$ cat config.mk
export PLATFORM = sky130hd
export DESIGN_NAME = mem_access_unit
export DESIGN_NICKNAME = d
export VERILOG_FILES = /design/src/rtl/mem_access_unit.sv
export SDC_FILE = /design/constraint.sdc
export NUM_CORES = 1
export LEC_CHECK = 0
export CELL_PAD_IN_SITES_DETAIL_PLACEMENT = 2
export CELL_PAD_IN_SITES_GLOBAL_PLACEMENT = 2
export CORE_MARGIN = 3
export CORE_UTILIZATION = 31
export CTS_BUF_LIST = sky130_fd_sc_hd__clkbuf_4 sky130_fd_sc_hd__clkbuf_8
export CTS_CLUSTER_DIAMETER = 150
export CTS_CLUSTER_SIZE = 20
export DETAILED_ROUTE_END_ITERATION = 10
export GPL_TIMING_DRIVEN = 0
export MAX_ROUTING_LAYER = met4
export PLACE_DENSITY = 0.9
export SETUP_SLACK_MARGIN = 0.05
export SLEW_MARGIN = 15
export SYNTH_ARGS = -nofsm -noshare
export SYNTH_HDL_FRONTEND = slang
export SYNTH_SLANG_ARGS = --single-unit
$ cat constraint.sdc
create_clock -name clk -period 2.4 [get_ports clk]
set_input_delay 0.24 -clock clk [delete_from_list [all_inputs] [get_ports clk]]
set_output_delay 0.24 -clock clk [all_outputs]
set_load 0.03 [all_outputs]
$ cat src/rtl/mem_access_unit.sv
// Load/store sequencer between the memory stage and a big-endian,
// byte-addressed data memory. It accepts one request at a time. Sub-word
// stores become a read-modify-write pair. Loads are lane-extracted and
// then sign- or zero-extended. Misaligned, out-of-range and illegal-size
// requests are answered with resp_err and never touch memory.
//
// state   | meaning
// --------+------------------------------------------------------------
// IDLE    | ready for a request; no memory access
// RD      | Mem_r high; capture load result or merge word for RMW
// WR      | Mem_w high; merged or full word written (DM commits at negedge)
// RESP    | one-cycle resp_valid pulse, then back to IDLE
module mem_access_unit #(
  parameter int unsigned MEM_BYTES = 128
) (
  input  logic        clk,
  input  logic        rst,
  input  logic        req_valid,
  output logic        req_ready,
  input  logic        req_we,
  input  logic [1:0]  req_size,
  input  logic        req_unsigned,
  input  logic [31:0] req_addr,
  input  logic [31:0] req_wdata,
  output logic        resp_valid,
  output logic [31:0] resp_rdata,
  output logic        resp_err,
  output logic [31:0] Mem_addr,
  output logic [31:0] Mem_w_data,
  output logic        Mem_w,
  output logic        Mem_r,
  input  logic [31:0] Mem_r_data
);

  localparam logic [1:0] ST_IDLE = 2'd0;
  localparam logic [1:0] ST_RD   = 2'd1;
  localparam logic [1:0] ST_WR   = 2'd2;
  localparam logic [1:0] ST_RESP = 2'd3;

  localparam logic [31:0] MEM_LIMIT = 32'(MEM_BYTES);

  logic [1:0]  state_q, state_d;
  logic        we_q, we_d;
  logic [1:0]  size_q, size_d;
  logic        uns_q, uns_d;
  logic [1:0]  off_q, off_d;
  logic [31:0] wdata_q, wdata_d;
  logic [31:0] addr_q, addr_d;
  logic [31:0] merge_q, merge_d;
  logic [31:0] rdata_q, rdata_d;
  logic        err_q, err_d;

  logic [31:0] req_align;
  logic        req_bad;
  logic [7:0]  lane_byte;
  logic [15:0] lane_half;
  logic [31:0] load_data;
  logic [31:0] wr_word;

  assign req_ready  = (state_q == ST_IDLE);
  assign resp_valid = (state_q == ST_RESP);
  assign resp_rdata = rdata_q;
  assign resp_err   = err_q;
  assign Mem_addr   = addr_q;
  assign Mem_r      = (state_q == ST_RD);
  assign Mem_w      = (state_q == ST_WR);
  assign Mem_w_data = (state_q == ST_WR) ? wr_word : 32'h0;

  // Request legality: illegal size, misalignment, or a word beyond the DM.
  always_comb begin
    req_align = {req_addr[31:2], 2'b00};
    req_bad   = (req_size == 2'b11)
             || ((req_size == 2'b10) && (req_addr[1:0] != 2'b00))
             || ((req_size == 2'b01) && req_addr[0])
             || (req_align >= MEM_LIMIT);
  end

  // Big-endian lane extraction and extension of the read word for loads.
  always_comb begin
    lane_byte = 8'h00;
    case (off_q)
      2'd0:    lane_byte = Mem_r_data[31:24];
      2'd1:    lane_byte = Mem_r_data[23:16];
      2'd2:    lane_byte = Mem_r_data[15:8];
      default: lane_byte = Mem_r_data[7:0];
    endcase
    lane_half = off_q[1] ? Mem_r_data[15:0] : Mem_r_data[31:16];
    load_data = Mem_r_data;
    case (size_q)
      2'b00:   load_data = uns_q ? {24'h0, lane_byte} : {{24{lane_byte[7]}}, lane_byte};
      2'b01:   load_data = uns_q ? {16'h0, lane_half} : {{16{lane_half[15]}}, lane_half};
      default: load_data = Mem_r_data;
    endcase
  end

  // Store word: addressed lane replaced in the merge word, or full word.
  always_comb begin
    wr_word = merge_q;
    case (size_q)
      2'b00: begin
        case (off_q)
          2'd0:    wr_word[31:24] = wdata_q[7:0];
          2'd1:    wr_word[23:16] = wdata_q[7:0];
          2'd2:    wr_word[15:8]  = wdata_q[7:0];
          default: wr_word[7:0]   = wdata_q[7:0];
        endcase
      end
      2'b01: begin
        if (off_q[1]) wr_word[15:0]  = wdata_q[15:0];
        else          wr_word[31:16] = wdata_q[15:0];
      end
      default: wr_word = wdata_q;
    endcase
  end

  // Sequencer next-state; response registers only change on entry to RESP.
  always_comb begin
    state_d = state_q;
    we_d    = we_q;
    size_d  = size_q;
    uns_d   = uns_q;
    off_d   = off_q;
    wdata_d = wdata_q;
    addr_d  = addr_q;
    merge_d = merge_q;
    rdata_d = rdata_q;
    err_d   = err_q;
    case (state_q)
      ST_IDLE: begin
        if (req_valid) begin
          we_d    = req_we;
          size_d  = req_size;
          uns_d   = req_unsigned;
          off_d   = req_addr[1:0];
          wdata_d = req_wdata;
          addr_d  = req_align;
          if (req_bad) begin
            err_d   = 1'b1;
            rdata_d = 32'h0;
            state_d = ST_RESP;
          end else if (!req_we || (req_size != 2'b10)) begin
            state_d = ST_RD;
          end else begin
            state_d = ST_WR;
          end
        end
      end
      ST_RD: begin
        if (we_q) begin
          merge_d = Mem_r_data;
          state_d = ST_WR;
        end else begin
          rdata_d = load_data;
          err_d   = 1'b0;
          state_d = ST_RESP;
        end
      end
      ST_WR: begin
        rdata_d = 32'h0;
        err_d   = 1'b0;
        state_d = ST_RESP;
      end
      default: state_d = ST_IDLE;
    endcase
  end

  // State and request registers; reset drops Mem_r/Mem_w at once.
  always_ff @(posedge clk or negedge rst) begin
    if (!rst) begin
      state_q <= ST_IDLE;
      we_q    <= 1'b0;
      size_q  <= 2'b00;
      uns_q   <= 1'b0;
      off_q   <= 2'b00;
      wdata_q <= 32'h0;
      addr_q  <= 32'h0;
      merge_q <= 32'h0;
      rdata_q <= 32'h0;
      err_q   <= 1'b0;
    end else begin
      state_q <= state_d;
      we_q    <= we_d;
      size_q  <= size_d;
      uns_q   <= uns_d;
      off_q   <= off_d;
      wdata_q <= wdata_d;
      addr_q  <= addr_d;
      merge_q <= merge_d;
      rdata_q <= rdata_d;
      err_q   <= err_d;
    end
  end

endmodule

==> reports/results.tsv, run 1 <==
metric	value	unit
numCtsBuffers	17	
power.total	16300	uW
ys_types	42	
routed-via-count	5898	
rsz0062_at_grt	yes	
stdcell_area	10100	um2
worstSkewPairLatency	0.47	ns
layout_common_cells	clkdlybuf4s50_1 (168), dfrtp_1 (132), mux2_2 (109), nor2_1 (37), buf_4 (31)	
drive_above_1_share	0.359	
setup_ws	-0.00615	ns
cts_tree	built	
synth_top_family_by_area	multiplexers	
initial_core_util	0.319	
die_w	154	um
path_clk_slew	0.08	ns
post-route-period-util	1.00	
fmax	416	MHz
synthAdderAreaFrac	0.00739	
drv_slew	0	
grt_pass1_vias	6665	
syn_to_final_growth	49.6	%
firstDrtPassIters	5	
clock-root-buffer	clkbuf_8	
routed_via_density	5.32	
drt_wl_total	28900	um
grtUsageTotal	0.244	
yosys.area_share.simple	0.0933	
num-nets-final	926	
grt-busiest-layer	met2	
worst_pin_slew	0.695	ns
peakVddDrop	0.000599	V
pre_cts_ws	-0.811	ns
synth_compound_gate_area_share	0.132	
layout_commonest_cell	clkdlybuf4s50_1	
grt_pass1_wl	42600	um
clkSinkCount	135	
clk_path_buf_depth	2	
gr-total-overflow	0	
remaining_drc_errors	0	
finalCriticalPeriod	2.41	ns
core_area	21200	um2
violations	negative setup slack	
drtIter0Drc	300	
detail-route-antenna-nets	0	
use_met1	0.287	
async_flop_share	1.00	
setup_viol_count_final	1	
slew_headroom	0.537	
worstPathMaxFanout	10	
cp.arrival	2.17	ns
port_buffers	201	
post_drt_wl_per_cell	26.1	um
netlist_area	6770	um2
synth-edff-count	0	
die_h	154	um
synth_seq_area_share	0.499	
htreeDepth	4	
hp-class	input port to async pin	
fill_cells	2136	
dieArea	23700	um2
pwr_density_cell	1610	nW/um2
crit_path_end_kind	output pin	
worst_setup_path_start_kind	register	
yosys_warnings	0	
grt_max_degree	99	
synthMuxAreaShare	0.233	
rows	53	
drv_cap	0	
place_area	9170	um2
avgSynthCellArea	11.6	um2
syn_inst	582	
grt_use_met2	0.408	
critPathKind	register to output pin	
status	finished with violations	
use_met3	0.0751	
leakage	0.00421	uW
hold_viol	0	
io_pins	204	
place_congestion	0.819	
ys.flop_type	dfrtp_1	
fin_worst_skew	0.0158	ns
synth-xor-area-share	0	
dp.final_hpwl	20100	um
antenna_found_initial	3	
cp_data_required_time	2.16	ns
ys_seq_elements	135	
cell families (layout without fill, tap and decap cells):
kind of cell / count (synthesis) / count (layout)
buffers and inverters: 51 / 300
and+or+nand+nor: 126 / 126
adders and majority gates: 4 / 4
other: 1 / 4
DFF: 135 / 135
AOI/OAI and AO/OA: 123 / 123
muxes: 142 / 142
cells in the mapped netlist (2+ instances only):
library cell | count | share of area
a21oi_1 | 22 | 0.016
a221o_1 | 2 | 0.0030
a221oi_1 | 16 | 0.021
a22o_1 | 11 | 0.014
a22oi_1 | 8 | 0.0089
and2_1 | 8 | 0.0074
buf_1 | 9 | 0.0050
buf_2 | 2 | 0.0015
buf_4 | 4 | 0.0044
clkbuf_1 | 25 | 0.014
dfrtp_1 | 135 | 0.50
ha_1 | 4 | 0.0074
inv_1 | 9 | 0.0050
mux2_1 | 4 | 0.0067
mux2_2 | 109 | 0.18
mux2i_1 | 28 | 0.041
nand2_1 | 26 | 0.014
nand2b_1 | 3 | 0.0028
nand3_1 | 3 | 0.0022
nor2_1 | 44 | 0.024
nor2b_1 | 20 | 0.018
nor3_1 | 5 | 0.0037
nor3b_1 | 4 | 0.0044
nor4_1 | 6 | 0.0055
o21ai_0 | 38 | 0.028
o22ai_1 | 3 | 0.0028
o2bb2ai_1 | 9 | 0.012
o2bb2ai_2 | 10 | 0.022
or2_2 | 2 | 0.0018
worst paths after layout:
kind | startpoint | end | slack, ns | cells after the start
worst max-delay path | off_q[1] | Mem_w_data[31] | -0.006 | 7
worst min-delay path | rst | wdata_q[24] | 0.25 | 2
worst max register to register | off_q[1] | resp_rdata[21] | 0.13 | 7
worst min register to register | resp_rdata[17] | resp_rdata[17] | 0.50 | 1
max in group asynchronous | rst | off_q[0] | 1.28 | 3
min in group clk | Mem_r_data[5] | merge_q[5] | 0.38 | 3
through the flow:
step | hold WS (ns) | setup TNS (ns) | utilization | std cells
2_1_floorplan | -0.0556 | 0 | - | 583
3_3_place_gp | 0.471 | -653.21 | 0.430 | 1059
3_5_place_dp | 0.144 | -21.90 | 0.432 | 1060
4_1_cts | 0.257 | -0.00181 | 0.464 | 1098
5_1_grt | 0.265 | -0.617 | 0.477 | 1109
6_report | 0.251 | -0.00615 | 0.477 | 1109
worst max-delay path: stages, from the launching register on:
cell	delay, ns
dfrtp_2	0.47
clkbuf_8	0.20
nor2_4	0.27
a22oi_1	0.12
nor2_1	0.17
a221oi_2	0.05
a21oi_1	0.19
buf_2	0.24
state kept, by name (all words and copies together), names as in the netlist:
signal      count
resp_err        1
Mem_addr       30
wdata_q        32
resp_rdata     32
uns_q           1
state_q         2
size_q          2
off_q           2
we_q            1
merge_q        32
layout make-up:
type | instances | area, um2 | area share
flip-flops and latches | 135 | 3380 | 0.334
multi-input cells | 397 | 3490 | 0.345
diodes | 2 | 5.00 | 0.000494
clock inverters | 14 | 163 | 0.0161
repair buffers | 222 | 2170 | 0.214
plain buffers | 37 | 295 | 0.0292
inverters | 9 | 36.3 | 0.00358
well taps | 275 | 344 | 0.0340
clock buffers | 18 | 241 | 0.0238
layer usage:
layer  share of wire  vias up
met2            0.51      226
met1            0.40     3040
met3           0.072       39
met4           0.020        0
met5               0        -
li1                -     2593
where the power goes:
part,internal (uW),switching (uW)
clock network,959,1050
registers,3360,1160
logic,4460,5330
total,8780,7550
what timing repair did:
| item | 4_1_cts | 5_1_grt |
|---|---|---|
| gates resized for setup | 228 | 124 |
| hold buffers | 1 | 0 |
| endpoints found under the setup margin | 43 | 77 |
| gates cloned | 0 | 0 |
| pin swaps | 5 | 15 |
| buffers inserted | 10 | 9 |
| hold endpoints to repair | 37 | 0 |
No activity file was read; power rests on OpenSTA's default activity.
==> run 2: changes to the inputs <==
--- a/config.mk
+++ b/config.mk
@@ -23 +23,2 @@
 export SYNTH_SLANG_ARGS = --single-unit
+export TNS_END_PERCENT = 5
--- a/constraint.sdc
+++ b/constraint.sdc
@@ -3,2 +3,2 @@
 set_output_delay 0.24 -clock clk [all_outputs]
-set_load 0.03 [all_outputs]
+set_load 0.01 [all_outputs]
==> reports/results.tsv, run 2 (synthesized netlist as in run 1, its figures left out) <==
metric	value	unit	change
place_area	9170	um2	unchanged
place_congestion	0.819		unchanged
dieArea	23700	um2	unchanged
core_area	21200	um2	unchanged
seqCellArea	3380	um2	unchanged
gr-total-overflow	0		unchanged
status	finished with violations		
initial_core_util	0.319		unchanged
grt_use_met2	0.407		-0.00104
clock-root-buffer	clkbuf_8		
pre_cts_ws	-0.677	ns	+0.134 ns
cp_data_required_time	2.16	ns	about the same
rows	53		unchanged
path_clk_slew	0.08	ns	about the same
grt_pass1_wl	42100	um	-1.1%
port_buffers	201		unchanged
crit_path_end_kind	output pin		
post-route-period-util	1.04		+0.0419
multiInputGateArea	3370	um2	-3.5%
firstDrtPassIters	4		-1
critPathKind	register to output pin		
leakage	0.00424	uW	+0.79%
grt-busiest-layer	met2		
syn_to_final_growth	46.4	%	
drv_slew	0		unchanged
worst_setup_path_start_kind	register		
hold_viol	0		unchanged
routed-via-count	5811		-1.5%
rrSetupSlack	0.02	ns	-0.11 ns
grt_pass1_vias	6726		+0.92%
layout_commonest_cell	clkdlybuf4s50_1		
stdcell_area	9920	um2	-2.1%
remaining_drc_errors	0		unchanged
setup_ws	-0.107	ns	-0.100 ns
slew_headroom	0.454		-0.0826
fmax	399	MHz	-4.0%
antenna_found_initial	2		-1
layout_common_cells	clkdlybuf4s50_1 (168), dfrtp_1 (132), mux2_2 (109), nor2_1 (41), o21ai_0 (30)		
worstPathMaxFanout	5		-5
use_met3	0.0740		-0.00113
htreeDepth	4		unchanged
finalCriticalPeriod	2.51	ns	+0.100 ns
peakVddDrop	0.000510	V	-15%
worstSkewPairLatency	0.47	ns	about the same
grtUsageTotal	0.242		-0.00190
dp.final_hpwl	20100	um	unchanged
detail-route-antenna-nets	0		unchanged
num-nets-final	921		-0.54%
fin_worst_skew	0.0177	ns	+0.00189 ns
drive_above_1_share	0.302		-0.0571
hold_slack	0.255	ns	+0.00326 ns
die_h	154	um	unchanged
clkSinkCount	135		unchanged
setup_viol_count_final	11		+10
use_met1	0.282		-0.00521
io_pins	204		unchanged
worst_pin_slew	0.816	ns	+0.121 ns
cp.arrival	2.27	ns	+0.10 ns
fill_cells	2144		+0.37%
clk_path_buf_depth	2		unchanged
reg2reg_from	state_q[1]		
cts_tree	built		
numCtsBuffers	17		unchanged
pwr_density_cell	1450	nW/um2	-9.9%
die_w	154	um	unchanged
routed_via_density	5.27		-0.94%
grt_max_degree	99		unchanged
post_drt_wl_per_cell	25.4	um	-2.7%
drv_cap	0		unchanged
rr_worst_depth	5		-2
violations	negative setup slack		
r2r_end	merge_q[16]		
hp-class	input port to async pin		
drt_wl_total	28000	um	-3.2%
drtIter0Drc	298		-0.67%
tns	-0.370	ns	-0.364 ns
rsz0062_at_grt	yes		
run 2: changes by cell type in the layout (fill, tap and decap cells not counted), sizes merged:
cell,before,now
clkdlybuf4s15,0,1
dlymetal6s2s,0,5
dlygate4sd2,0,13
clkbuf,39,46
diode,2,1
buf,69,38
run 2: critical path: stages, from the launching register on:
cell,delay (ns)
dfrtp_2,0.44
or2_4,0.31
a21oi_4,0.19
buf_4,0.20
mux2i_1,0.28
nor2b_2,0.10
dlygate4sd2_1,0.29
run 2: layout make-up:
class	count	share of cell area
flip-flops and latches	135	0.341
multi-input cells	397	0.340
repair buffers	216	0.211
well taps	275	0.0347
plain buffers	38	0.0283
clock buffers	18	0.0244
clock inverters	14	0.0164
inverters	9	0.00366
diodes	1	0.000252
run 2: how the worst max path moves through the flow:
stage	end	start	depth (start not counted)	slack [ns]
after floorplan	Mem_addr[23]	state_q[0]	6	0.38
after global placement	Mem_addr[12]	rst	1	-4.70
after detailed placement	Mem_w_data[27]	size_q[1]	7	-0.68
after CTS	Mem_w_data[22]	off_q[0]	8	-0.19
after global routing	Mem_w_data[2]	off_q[0]	6	-0.15
final	Mem_w_data[1]	off_q[0]	6	-0.11
run 2: repair_timing:
action                                 CTS  global route
setup endpoints to repair               42            80
buffers inserted                        11             2
pin swaps                                4            10
hold buffers                             1             0
resized for setup                      111            57
endpoints found under the hold margin   37             0
cloned                                   0             0
run 2: metrics by stage:
stage          std cells  power, uW  utilization
6_report            1103      14400        0.467
4_1_cts             1100      14200        0.464
2_1_floorplan        583       8120            -
3_5_place_dp        1060      11600        0.432
5_1_grt             1103      15300        0.467
3_3_place_gp        1059      11200        0.430
run 2: where the power goes:
| group | internal, uW | total [uW] | switching [uW] |
|---|---|---|---|
| logic | 4050 | 7970 | 3910 |
| clock network | 959 | 2000 | 1040 |
| registers | 3360 | 4430 | 1070 |
run 2: layer usage:
metal  vias to the layer above  share of wire
met2                       205           0.51
li1                       2576              -
met5                         -              0
met1                      2992           0.39
met4                         0          0.023
met3                        38          0.068
==> run 3: changes to the inputs <==
ABC_CLOCK_PERIOD_IN_PS = 2400   (was default)
SETUP_SLACK_MARGIN = 0.2   (was 0.05)
==> reports/results.tsv, run 3 (synthesized netlist as in run 1, its figures left out) <==
metric	value	unit	change
sw_frac_of_total	0.435		+0.0161
hp-class	input port to async pin		
critPathKind	register to output pin		
drtIter0Drc	366		+23%
syn_to_final_growth	51.5	%	
rrSetupSlack	0.19	ns	+0.17 ns
peakVddDrop	0.000565	V	+11%
slew_headroom	0.538		+0.0836
rsz0062_at_grt	yes		
reg2reg_from	off_q[1]		
place_congestion	0.819		unchanged
leakage	0.00427	uW	+0.53%
rows	53		unchanged
slowest_delay	0.42	ns	-0.02 ns
hold_slack	0.257	ns	+0.00263 ns
worstSkewPairLatency	0.47	ns	about the same
gr-total-overflow	0		unchanged
port_buffers	201		unchanged
dp.final_hpwl	20100	um	unchanged
post_drt_wl_per_cell	28.6	um	+13%
firstDrtPassIters	5		+1
cp_data_required_time	2.16	ns	about the same
fin_cells	1119		+1.5%
grt_pass1_vias	7001		+4.1%
stdcell_area	10300	um2	+3.4%
status	finished with violations		
fmax	402	MHz	+0.76%
die_h	154	um	unchanged
clock-root-buffer	clkbuf_8		
setup_ws	-0.0877	ns	+0.0190 ns
place_area	9170	um2	unchanged
violations	negative setup slack		
drv_cap	0		unchanged
setup_viol_count_final	12		+1
worstPathMaxFanout	5		unchanged
multiInputGateArea	3580	um2	+6.0%
crit_path_end_kind	output pin		
layout_commonest_cell	clkdlybuf4s50_1		
cp_num_buf_inv	4		+2
routed_via_density	5.48		+3.9%
remaining_drc_errors	0		unchanged
die_w	154	um	unchanged
grt_pass1_wl	45500	um	+8.0%
worst_pin_slew	0.694	ns	-0.122 ns
layout_common_cells	clkdlybuf4s50_1 (168), dfrtp_1 (131), mux2_2 (109), nor2_1 (36), o21ai_0 (30)		
r2r_end	resp_rdata[21]		
placed_cells	1060		unchanged
drt_wl_total	32000	um	+15%
fill_cells	2106		-1.8%
finalCriticalPeriod	2.49	ns	-0.0190 ns
dieArea	23700	um2	unchanged
numCtsBuffers	17		unchanged
drive_above_1_share	0.376		+0.0742
post-route-period-util	1.04		-0.00791
fin_worst_skew	0.0181	ns	+0.000334 ns
htreeDepth	4		unchanged
pwr_density_cell	1540	nW/um2	+6.0%
fin_util	0.483		+0.0161
cpMaxStageDelayCell	dfrtp_1		
rr_worst_depth	6		+1
power.share.combinational	0.578		+0.025
pwr-share-clk	0.130		-0.009
worst_setup_path_start_kind	register		
core_area	21200	um2	unchanged
clk_path_buf_depth	2		unchanged
io_pins	204		unchanged
crit_chain	or2_4 -> buf_8 -> nand2b_4 -> buf_6 -> buf_4 -> mux2i_4 -> o21ai_2 -> and2_1 -> buf_2		
clkSinkCount	135		unchanged
power_switching	6860	uW	+14%
p_int	8920	uW	+6.6%
cp.arrival	2.25	ns	-0.02 ns
routed-via-count	6128		+5.5%
cts_tree	built		
antenna_found_initial	2		unchanged
num-nets-final	936		+1.6%
drv_slew	0		unchanged
grt_max_degree	99		unchanged
detail-route-antenna-nets	0		unchanged
critPathTopFamily	buffers and inverters		
grtUsageTotal	0.264		+0.0220
power_frac_seq	0.291		-0.017
initial_core_util	0.319		unchanged
path_clk_slew	0.10	ns	+0.02 ns
seqCellArea	3380	um2	about the same
hold_viol	0		unchanged
## run 3: changes by cell type in the layout (fill, tap and decap cells not counted), sizes merged
cell,before,now
buf,38,73
clkdlybuf4s15,1,0
clkbuf,46,45
dlygate4sd2,13,0
dlymetal6s2s,5,0
diode,1,2
## run 3: how the worst max path moves through the flow
stage                     from              to  slack, ns  depth (start not counted)
detailed placement   size_q[1]  Mem_w_data[27]      -0.68                          7
CTS                   off_q[0]  Mem_w_data[20]      -0.02                          9
finish               size_q[0]  Mem_w_data[20]      -0.09                          9
global placement           rst    Mem_addr[12]      -4.70                          1
floorplan           state_q[0]    Mem_addr[23]       0.38                          6
global route         size_q[1]  Mem_w_data[23]      -0.13                          6
## run 3: area by class of cell
| class | count | area share |
|---|---|---|
| Sequential cell | 135 | 0.330 |
| Tap cell | 275 | 0.0335 |
| Timing Repair Buffer | 227 | 0.206 |
| Antenna cell | 2 | 0.000488 |
| Inverter | 9 | 0.00378 |
| Buffer | 42 | 0.0387 |
| Clock buffer | 18 | 0.0235 |
| Clock inverter | 14 | 0.0159 |
| Multi-Input combinational cell | 397 | 0.349 |
## run 3: per-stage QoR
step / setup TNS, ns / total power [uW] / setup WS [ns]
floorplan: 0 / 8120 / 0.378
global placement: -649.22 / 11200 / -4.70
detailed placement: -17.91 / 11600 / -0.677
CTS: -0.0525 / 14600 / -0.0152
global route: -1.64 / 16500 / -0.130
finish: -0.407 / 15800 / -0.0877
## run 3: power groups by stage
stage	clock network [uW]	logic, uW	registers (uW)
2_1_floorplan	0	3960	4160
3_3_place_gp	0	6990	4230
3_5_place_dp	0	7250	4320
4_1_cts	2040	8220	4380
5_1_grt	2200	9640	4690
6_report	2060	9130	4600
## run 3: metal layers
| metal | GRT usage | vias to the layer above | share of wire |
|---|---|---|---|
| met2 | 0.439 | 278 | 0.51 |
| li1 | - | 2609 | - |
| met3 | 0.0760 | 72 | 0.072 |
| met1 | 0.299 | 3169 | 0.38 |
| met5 | - | - | 0 |
| met4 | 0.111 | 0 | 0.037 |
## run 3: what timing repair did
item / in CTS / in global routing
pin swaps: 20 / 15
setup endpoints to repair: 86 / 79
hold endpoints to repair: 37 / 0
hold buffers: 1 / 0
resized for setup: 203 / 92
buffers inserted: 17 / 7
## run 3: worst register-to-register path, cell delays in order, from the launching register on
cell	delay, ns
dfrtp_2	0.50
mux4_2	0.42
mux2i_1	0.10
o21ai_1	0.38
nand4_4	0.29
buf_4	0.30
o2bb2ai_1	0.16
